File: config.mk
export PLATFORM = sky130hd
export DESIGN_NAME = whack_game_ctrl
export DESIGN_NICKNAME = d
export VERILOG_FILES = /design/src/rtl/whack_pkg.sv /design/src/rtl/whack_lfsr.sv /design/src/rtl/whack_game_ctrl.sv
export SDC_FILE = /design/constraint.sdc
export NUM_CORES = 1
export LEC_CHECK = 0
export CAP_MARGIN = 40
export CORE_MARGIN = 2
export CORE_UTILIZATION = 50
export DETAILED_ROUTE_END_ITERATION = 10
export HOLD_SLACK_MARGIN = 0.06
export PLACE_DENSITY_LB_ADDON = 0.25
export SLEW_MARGIN = 30
export SYNTH_ARGS = -nofsm -noshare
export SYNTH_HDL_FRONTEND = slang
export SYNTH_SLANG_ARGS = --single-unit
File: constraint.sdc
create_clock -name Clck_i -period 3.3 [get_ports Clck_i]
set_clock_uncertainty 0.1 [all_clocks]
set_input_delay 0.33 -clock Clck_i [delete_from_list [all_inputs] [get_ports Clck_i]]
set_output_delay 0.33 -clock Clck_i [all_outputs]
set_load 0.005 [all_outputs]
File: src/rtl/whack_pkg.sv
// Shared types and constants for the whack-a-mole game controller.
// Includes the FSM state enum, LFSR polynomial and the BCD score helpers.
package whack_pkg;

   typedef enum logic [1:0] {
      S_IDLE,
      S_GAP,
      S_UP,
      S_DONE
   } state_e;

   localparam logic [15:0] LFSR_POLY = 16'hB400;
   localparam logic [3:0]  BCD_MAX   = 4'd9;
   localparam logic [7:0]  SCORE_SAT = 8'h99;

   // Score is packed as {tens, ones}; both helpers saturate instead of wrapping.
   function automatic logic [7:0] bcdInc(input logic [7:0] s);
      logic [7:0] r;
      r = s;
      if (s == SCORE_SAT) begin
         r = s;
      end else if (s[3:0] == BCD_MAX) begin
         r = {s[7:4] + 4'd1, 4'd0};
      end else begin
         r = {s[7:4], s[3:0] + 4'd1};
      end
      return r;
   endfunction

   function automatic logic [7:0] bcdDec(input logic [7:0] s);
      logic [7:0] r;
      r = s;
      if (s == 8'h00) begin
         r = s;
      end else if (s[3:0] == 4'd0) begin
         r = {s[7:4] - 4'd1, BCD_MAX};
      end else begin
         r = {s[7:4], s[3:0] - 4'd1};
      end
      return r;
   endfunction

endpackage

File: src/rtl/whack_lfsr.sv
// Free-running 16-bit Galois LFSR (right-shifting, polynomial from whack_pkg).
// The low IDX_W bits of the current state serve as the raw mole index.
module whack_lfsr
   import whack_pkg::*;
#(
   parameter logic [15:0] SEED  = 16'hACE1,
   parameter int          IDX_W = 2
) (
   input  logic             Clck_i,
   input  logic             reset_i,
   output logic [IDX_W-1:0] idx_o
);

   logic [15:0] lfsr_q;
   logic [15:0] lfsr_d;

   always_comb begin
      lfsr_d = {1'b0, lfsr_q[15:1]};
      if (lfsr_q[0]) begin
         lfsr_d = lfsr_d ^ LFSR_POLY;
      end
   end

   always_ff @(posedge Clck_i) begin
      if (reset_i) begin
         lfsr_q <= SEED;
      end else begin
         lfsr_q <= lfsr_d;
      end
   end

   assign idx_o = lfsr_q[IDX_W-1:0];

endmodule

File: src/rtl/whack_game_ctrl.sv
// Whack-a-mole game controller: game FSM, mole pacing, hit detection and BCD score.
// Define WHACK_MISS_PENALTY_EN to make wrong-key presses during UP cost one point.
module whack_game_ctrl
   import whack_pkg::*;
#(
   parameter int          NUM_MOLES       = 4,
   parameter int          MOLE_UP_CYCLES  = 50_000_000,
   parameter int          MOLE_GAP_CYCLES = 12_500_000,
   parameter logic [15:0] LFSR_SEED       = 16'hACE1
) (
   input  logic                 Clck_i,
   input  logic                 reset_i,
   input  logic                 start_key_i,
   input  logic [NUM_MOLES-1:0] whack_keys_i,
   input  logic                 timer_signal_i,
   output logic                 game_start_o,
   output logic                 game_done_o,
   output logic [NUM_MOLES-1:0] mole_leds_o,
   output logic [3:0]           score_ones_o,
   output logic [3:0]           score_tens_o
);

   localparam int          IDX_W    = $clog2(NUM_MOLES);
   localparam logic [26:0] GAP_LOAD = 27'(MOLE_GAP_CYCLES - 1);
   localparam logic [26:0] UP_LOAD  = 27'(MOLE_UP_CYCLES - 1);

   state_e               state_q, state_d;
   logic [26:0]          cnt_q, cnt_d;
   logic [7:0]           score_q, score_d;
   logic [NUM_MOLES-1:0] leds_q, leds_d;
   logic [IDX_W-1:0]     prevIdx_q, prevIdx_d;
   logic                 armed_q, armed_d;
   logic                 start_q, startPrev_q;
   logic [NUM_MOLES-1:0] keys_q, keysPrev_q;

   logic [IDX_W-1:0]     lfsrIdx;
   logic [IDX_W-1:0]     nextIdx;
   logic                 startEdge;
   logic [NUM_MOLES-1:0] keyEdge;
   logic                 hit;
   logic                 timeUp;

   whack_lfsr #(
      .SEED  (LFSR_SEED),
      .IDX_W (IDX_W)
   ) u_lfsr (
      .Clck_i  (Clck_i),
      .reset_i (reset_i),
      .idx_o   (lfsrIdx)
   );

   assign startEdge = start_q & ~startPrev_q;
   assign keyEdge   = keys_q & ~keysPrev_q;
   assign hit       = |(keyEdge & leds_q);
   assign timeUp    = armed_q & timer_signal_i;
   assign nextIdx   = (lfsrIdx == prevIdx_q) ? lfsrIdx + IDX_W'(1) : lfsrIdx;

`ifdef WHACK_MISS_PENALTY_EN
   logic miss;
   assign miss = |(keyEdge & ~leds_q);
`endif

   always_ff @(posedge Clck_i) begin
      if (reset_i) begin
         start_q     <= 1'b0;
         startPrev_q <= 1'b0;
         keys_q      <= '0;
         keysPrev_q  <= '0;
      end else begin
         start_q     <= start_key_i;
         startPrev_q <= start_q;
         keys_q      <= whack_keys_i;
         keysPrev_q  <= keys_q;
      end
   end

   always_ff @(posedge Clck_i) begin
      if (reset_i) begin
         state_q   <= S_IDLE;
         cnt_q     <= '0;
         score_q   <= '0;
         leds_q    <= '0;
         prevIdx_q <= '0;
         armed_q   <= 1'b0;
      end else begin
         state_q   <= state_d;
         cnt_q     <= cnt_d;
         score_q   <= score_d;
         leds_q    <= leds_d;
         prevIdx_q <= prevIdx_d;
         armed_q   <= armed_d;
      end
   end

   // Time-up outranks a hit; a timer level left high from the last game stays unarmed.
   always_comb begin
      state_d   = state_q;
      cnt_d     = cnt_q;
      score_d   = score_q;
      leds_d    = leds_q;
      prevIdx_d = prevIdx_q;
      armed_d   = armed_q;
      case (state_q)
         S_IDLE, S_DONE: begin
            if (startEdge) begin
               state_d = S_GAP;
               score_d = '0;
               cnt_d   = GAP_LOAD;
               armed_d = 1'b0;
               leds_d  = '0;
            end
         end
         S_GAP: begin
            if (!timer_signal_i) begin
               armed_d = 1'b1;
            end
            if (timeUp) begin
               state_d = S_DONE;
               leds_d  = '0;
            end else if (cnt_q == '0) begin
               state_d         = S_UP;
               cnt_d           = UP_LOAD;
               leds_d          = '0;
               leds_d[nextIdx] = 1'b1;
               prevIdx_d       = nextIdx;
            end else begin
               cnt_d = cnt_q - 27'd1;
            end
         end
         S_UP: begin
            if (!timer_signal_i) begin
               armed_d = 1'b1;
            end
            if (timeUp) begin
               state_d = S_DONE;
               leds_d  = '0;
            end else if (hit) begin
               state_d = S_GAP;
               score_d = bcdInc(score_q);
               cnt_d   = GAP_LOAD;
               leds_d  = '0;
            end else begin
`ifdef WHACK_MISS_PENALTY_EN
               if (miss) begin
                  score_d = bcdDec(score_q);
               end
`endif
               if (cnt_q == '0) begin
                  state_d = S_GAP;
                  cnt_d   = GAP_LOAD;
                  leds_d  = '0;
               end else begin
                  cnt_d = cnt_q - 27'd1;
               end
            end
         end
         default: begin
            state_d = S_IDLE;
         end
      endcase
   end

   assign game_start_o = (state_q == S_GAP) || (state_q == S_UP);
   assign game_done_o  = (state_q == S_DONE);
   assign mole_leds_o  = leds_q;
   assign score_ones_o = score_q[3:0];
   assign score_tens_o = score_q[7:4];

endmodule

==> results of run 1 <==
==> stage by stage <==
step                      utilization [%]  setup WS, ps  hold slack, ps
after floorplan                         -           926             289
final                                57.5           588             234
after CTS                            57.5           579             226
after global routing                 57.5           372             273
after global placement               54.3           784             296
after detailed placement             54.5           616             295
==> worst min path at each step <==
| stage | to | cells past startpoint | startpoint | slack [ps] |
|---|---|---|---|---|
| after floorplan | u_lfsr.lfsr_q[11]$_SDFF_PP1_ | 1 | u_lfsr.lfsr_q[12]$_SDFF_PP0_ | 290 |
| after CTS | keysPrev_q[0]$_SDFF_PP0_ | 2 | reset_i | 230 |
| final | keysPrev_q[0]$_SDFF_PP0_ | 2 | reset_i | 230 |
| after global routing | score_q[5]$_SDFFE_PP0P_ | 2 | reset_i | 270 |
| after detailed placement | u_lfsr.lfsr_q[11]$_SDFF_PP1_ | 1 | u_lfsr.lfsr_q[12]$_SDFF_PP0_ | 290 |
| after global placement | u_lfsr.lfsr_q[5]$_SDFF_PP1_ | 1 | u_lfsr.lfsr_q[6]$_SDFF_PP1_ | 300 |
==> cell type report <==
class / instances / area, um^2
Tap cell: 80 / 100
Fill cell: 625 / 2860
Inverter: 11 / 41.3
Multi-Input combinational cell: 296 / 1870
Clock buffer: 9 / 124
Timing Repair Buffer: 26 / 246
Clock inverter: 7 / 78.8
Sequential cell: 70 / 1400
==> layer usage <==
| layer | share of wire (%) | up-vias | wire [um] | track usage (%) |
|---|---|---|---|---|
| li1 | - | 1437 | - | - |
| met1 | 49 | 1295 | 3470 | 27.4 |
| met2 | 45 | 55 | 3210 | 31.6 |
| met3 | 3.7 | 18 | 263 | 3.89 |
| met4 | 2.2 | 0 | 156 | 10.8 |
| met5 | 0 | - | 0 | 0 |
==> power groups by stage <==
stage | combinational, mW | sequential (mW) | clock, mW
global route | 1.22 | 1.10 | 0.767
finish | 1.08 | 1.08 | 0.714
detailed placement | 1.07 | 1.10 | 0
global placement | 1.04 | 1.09 | 0
CTS | 1.08 | 1.08 | 0.733
floorplan | 0.875 | 1.06 | 0
==> flip-flops by register name, indices dropped and copies added, names as in the netlist <==
name / cells
keysPrev_q: 4
keys_q: 4
mole_leds_o: 4
state_q: 2
startPrev_q: 1
score_q: 8
start_q: 1
armed_q: 1
cnt_q: 27
u_lfsr.lfsr_q: 16
prevIdx_q: 2
==> critical path, stage by stage, from the launching register on <==
cell and delay, ps:
dfxtp_1 350, or4_4 550, or3b_1 480, nor3_2 310, o31ai_1 200, clkdlybuf4s15_2 290
o41ai_1 330
==> cells in the mapped netlist, types with 11 or more instances <==
library cell	count
clkbuf_1	11
nand3_1	19
o21ai_0	13
nand2_1	25
inv_1	11
a21oi_1	20
nor2b_1	19
nor2_1	44
nor3_1	20
dfxtp_1	70
==> cell families (layout without fill, tap and decap cells) <==
logic type | Yosys count | in the layout
buffers and inverters | 30 | 53
xor gates and xnor gates | 17 | 17
adders and majority gates | 9 | 9
muxes | 3 | 3
and+or+nand+nor | 190 | 190
DFF | 70 | 70
AOI/OAI and AO/OA | 77 | 77
==> summary.md, run 1 <==
| Metric | Value |
|---|---|
| Switch Pwr | `1.12 mW` |
| Seq cells post-synth | `70` |
| Post-CTS setup buffer count | `0` |
| Antenna violations before repair | `0` |
| Htree depth | `3` |
| Post-DP HPWL | `between 4 and 5 mm` |
| R2R depth | `6` |
| Clk Latency, worst-skew pair | `360 ps` |
| Final instance area | `0.00386 mm^2` |
| Post-Syn Nets | `413` |
| Area growth, synth to finish | `12.3%` |
| Input/output buffers | `21` |
| Worst min path class | `in2reg` |
| CP Launch Type | `flip-flop` |
| IO Pins | `22` |
| Slew headroom | `57.3%` |
| Worst r2r src | `cnt_q[13]$_SDFFE_PP0P_` |
| Leak | `~1.5 nW` |
| Power Dens Cells | `roughly 740 mW/mm^2` |
| Final period util | `82.2%` |
| Number of diodes | `0` |
| Synth Area in Adders | `3.27%` |
| Setup_tns | `0 ps` |
| Number of cell rows | `30` |
| Status | `completed` |
| Synth async-reset ratio | `0%` |
| Hold_buf cts | `0` |
| Power Internal | `1.76 mW` |
| Initial Util | `~50%` |
| CP endpoint | `mole_leds_o[1]$_SDFFE_PP0P_` |
| Multiplexer share of the synthesized area | `less than 1%` |
| Die Ht | `~87 um` |
| Switching share of power | `38.9%` |
| Maxcap violations | `0` |
| RR Endpoint | `mole_leds_o[1]$_SDFFE_PP0P_` |
| Post-Syn Area per Cell | `about 8.7 um^2` |
| Max FO, Critical Path | `7` |
| # setup viols final | `0` |
| Xor/xnor share of the synthesized area | `around 4.3%` |
| CP arrival | `2860 ps` |
| Core area | `0.00672 mm^2` |
| Ranking of synthesized cells by area | `dfxtp_1 (41%), nor2_1 (4.8%), nor2b_1 (3.5%)` |
| Vias in the first global route | `2632` |
| Final Non-Filler Cells | `499` |
| CTS Buf Count | `9` |
| Power Total | `2.87 mW` |
| Main combinational cell family by area after synthesis | `simple AND/OR/NAND/NOR gates` |
| Kind of critical path | `reg2reg` |
| Clk pwr share | `24.9%` |
| Simple-gate share of the synthesized area | `a little under a third` |
| Final Max Slew Viols | `0` |
| Placed Area | `about 0.0037 mm^2` |
| Min cycle time layout | `2710 ps` |
| Top FF cell, synth | `dfxtp_1` |
| Clock Sinks | `70` |
| Most frequent cells in the layout | `dfxtp_1 (70), nor2_1 (44), nand2_1 (25)` |
| Global-route wire length before repair | `12.2 mm` |
| DRT iter0 DRCs | `156` |
| Total global routing overflow | `0` |
| Seq pwr share | `a little under two fifths` |
| F_max | `369 MHz` |
| Detailed Routing Iterations Pass 1 | `4` |
| Gate Count Post-Synth | `396` |
| Share of cells above drive strength 1 | `10.5%` |
| Routed WL per cell | `14.2 um` |
| Nets | `431` |
| R2R setup slack | `~590 ps` |
| TritonCTS clock tree | `built` |
| Number of synthesized flops with an enable pin | `0` |
| Final Hold Viols | `0` |
| Area leader, netlist | `dfxtp_1` |
| Synth Cell Area | `about 0.0034 mm^2` |
| Post_cts resized | `0` |
| Data required time of the critical path | `3450 ps` |
| Worst setup path startpoint | `cnt_q[13]$_SDFFE_PP0P_` |
| Sequential share of the synthesized area | `between 40% and 50%` |
| Vias/cell | `5.62` |
| Antenna Nets Post-Route | `0` |
| Maximum VDD drop | `about 340 uV` |
| CTS Buffer Depth | `2` |
| Detailed Route WL | `around 7.1 mm` |
| CTS clk-pin slew, worst paths | `90 ps` |
| Synth top area share | `40.7%` |
| Most common cell after layout, fill and taps aside | `dfxtp_1` |
| Largest net degree at the start of global routing | `45` |
| Global Route Usage Sum | `20.6%` |
| Synth Area in Compound Gates | `15.4%` |
| Die X | `about 87 um` |
| GP Congestion | `slightly above 0.8` |
| Worst Tran Pin Value | `638 ps` |
| Vias | `2805` |
| Post-synth cell types | `60` |
| Crit end category | `flip-flop` |
| Synth warnings | `0` |
| Comb power frac | `37.5%` |
| Die ar. | `between 0.007 and 0.008 mm^2` |
| RSZ-0062 raised after global routing | `no` |
| Inst Count DP | `483` |
| DRC Markers | `0` |
| Clock Root Buffer | `clkbuf_8` |
(Power assumes the default switching activity.)
==> run 2: changes to the inputs <==
- clock period: 3.3 -> 2.73 ns (I/O delays scaled with it)
==> run 2 against run 1 <==
Clock-buffer cell count is the same. Utilization grew 1.2 points. Die area did not move. Sequential power is 20% higher. Cell area rose by 2.1%. Total power increased by 24%. Setup slack got worse by 430 ps. Non-clock buffer count increased by 8.
==> summary.md, run 2 (synthesis gave the netlist of run 1 again) <==
| Metric | Value |
|---|---|
| Fin util | `58.7%` |
| Max reg flops | `27` |
| Number of cell rows | `30` |
| Power Total | `roughly 3.6 mW` |
| CP Launch Type | `flip-flop` |
| Initial Util | `51.2%` |
| Switching share of power | `38.7%` |
| Fillers | `just under 600` |
| CP arrival | `2720 ps` |
| Power Dens Cells | `905 mW/mm^2` |
| Max FO, Critical Path | `7` |
| Clock Root Buffer | `clkbuf_8` |
| Most common cell after layout, fill and taps aside | `dfxtp_1` |
| Slew headroom | `a little over three fifths` |
| Clk Latency, worst-skew pair | `roughly 350 ps` |
| Clock Sinks | `70` |
| Total global routing overflow | `0` |
| CTS clk-pin slew, worst paths | `approximately 80 ps` |
| DRT iter0 DRCs | `about 200` |
| Comb power frac | `about 40%` |
| Post-DP HPWL | `5.12 mm` |
| Seq pwr share | `36.5%` |
| Final Hold Viols | `0` |
| Die ar. | `0.00756 mm^2` |
| Leak | `1.50 nW` |
| Largest net degree at the start of global routing | `59` |
| Die X | `roughly 87 um` |
| Data required time of the critical path | `~2900 ps` |
| CTS Buffer Depth | `2` |
| Vias/cell | `5.61` |
| Core area | `0.00672 mm^2` |
| Maxcap violations | `0` |
| Clk pwr share | `between 20% and 30%` |
| Die Ht | `86.9 um` |
| Final period util | `between 90% and 100%` |
| Worst Tran Pin Value | `551 ps` |
| Crit end category | `flip-flop` |
| Worst min path class | `in2reg` |
| Share of cells above drive strength 1 | `12.2%` |
| Vias in the first global route | `about 2.6k` |
| Vias | `2844` |
| IO Pins | `22` |
| GP Congestion | `0.927` |
| Leading registers by flop count | `cnt_q (27), u_lfsr.lfsr_q (16), score_q (8)` |
| # setup viols final | `0` |
| Maximum VDD drop | `359 uV` |
| Kind of critical path | `reg2reg` |
| Global Route Usage Sum | `20.7%` |
| Input/output buffers | `21` |
| CTS Buf Count | `9` |
| Detailed Routing Iterations Pass 1 | `4` |
| Area growth, synth to finish | `14.7%` |
| Switch Pwr | `about 1.4 mW` |
| Number of diodes | `0` |
| Antenna violations before repair | `0` |
| Hold_buf cts | `0` |
| Routed WL per cell | `14.3 um` |
| Detailed Route WL | `slightly above 7 mm` |
| Antenna Nets Post-Route | `0` |
| Htree depth | `3` |
| Global-route wire length before repair | `12.4 mm` |
| DRC Markers | `0` |
| Status | `completed` |
| Min cycle time layout | `approximately 2600 ps` |
| Final Max Slew Viols | `0` |
| F_max | `389 MHz` |
| Register with the most flip-flops | `cnt_q` |
| Nets | `439` |
| TritonCTS clock tree | `built` |
| Power Internal | `2.19 mW` |
| Most frequent cells in the layout | `dfxtp_1 (70), nor2_1 (44), nand2_1 (25)` |
[run 2: through the flow]
| step | instance area (um^2) | setup slack, ps | std cells | hold slack (ps) | TNS [ps] |
|---|---|---|---|---|---|
| after detailed placement | 3730 | 138 | 491 | 296 | 0 |
| after floorplan | 3440 | 356 | 396 | 289 | 0 |
| after global routing | 3940 | -1.10 | 507 | 207 | -1.10 |
| final | 3940 | 157 | 507 | 204 | 0 |
| after global placement | 3720 | 228 | 490 | 293 | 0 |
| after CTS | 3940 | 118 | 507 | 184 | 0 |
[run 2: metal layers]
layer  global-route usage, %  routed length (um)  up-vias
li1                        -                   -     1464
met1                    28.5                3590     1306
met2                    31.3                3160       63
met3                    4.17                 379       11
met4                    9.23                 108        0
met5                       0                   0        -
[run 2: area by class of cell]
| type | instances | area (um^2) | share of cell area [%] |
|---|---|---|---|
| clock buffers | 9 | 124 | 3.14 |
| clock inverters | 7 | 78.8 | 2.00 |
| inverters | 11 | 41.3 | 1.05 |
| multi-input cells | 296 | 1880 | 47.7 |
| flip-flops and latches | 70 | 1400 | 35.5 |
| well taps | 80 | 100 | 2.54 |
| repair buffers | 34 | 319 | 8.09 |
[run 2: path summary, 6_finish.rpt]
kind | start | endpoint | slack [ps] | depth (start not counted)
max | cnt_q[13]$_SDFFE_PP0P_ | mole_leds_o[0]$_SDFFE_PP0P_ | 160 | 6
min reg2reg | u_lfsr.lfsr_q[6]$_SDFF_PP1_ | u_lfsr.lfsr_q[5]$_SDFF_PP1_ | 320 | 1
max reg2reg | cnt_q[13]$_SDFFE_PP0P_ | mole_leds_o[0]$_SDFFE_PP0P_ | 160 | 6
min | reset_i | state_q[1]$_SDFFE_PP0P_ | 200 | 4
[run 2: what timing repair did]
item	CTS	global route
endpoints found under the hold margin	0	0
buffers inserted	0	0
setup endpoints to repair	0	3
resized for setup	0	1
[run 2: power groups by stage]
stage	Combinational [mW]	Clock [mW]	Sequential, mW
3_5_place_dp	1.39	0	1.32
4_1_cts	1.40	0.881	1.30
5_1_grt	1.58	0.930	1.33
6_report	1.41	0.859	1.30
2_1_floorplan	1.06	0	1.29
3_3_place_gp	1.36	0	1.32
[run 2: worst max-delay path, cell delays in order, from the launching register on]
cell	delay, ps
dfxtp_1	350
or4_4	550
or3b_1	480
nor3_2	180
o31ai_1	170
clkdlybuf4s15_2	290
o41ai_1	350
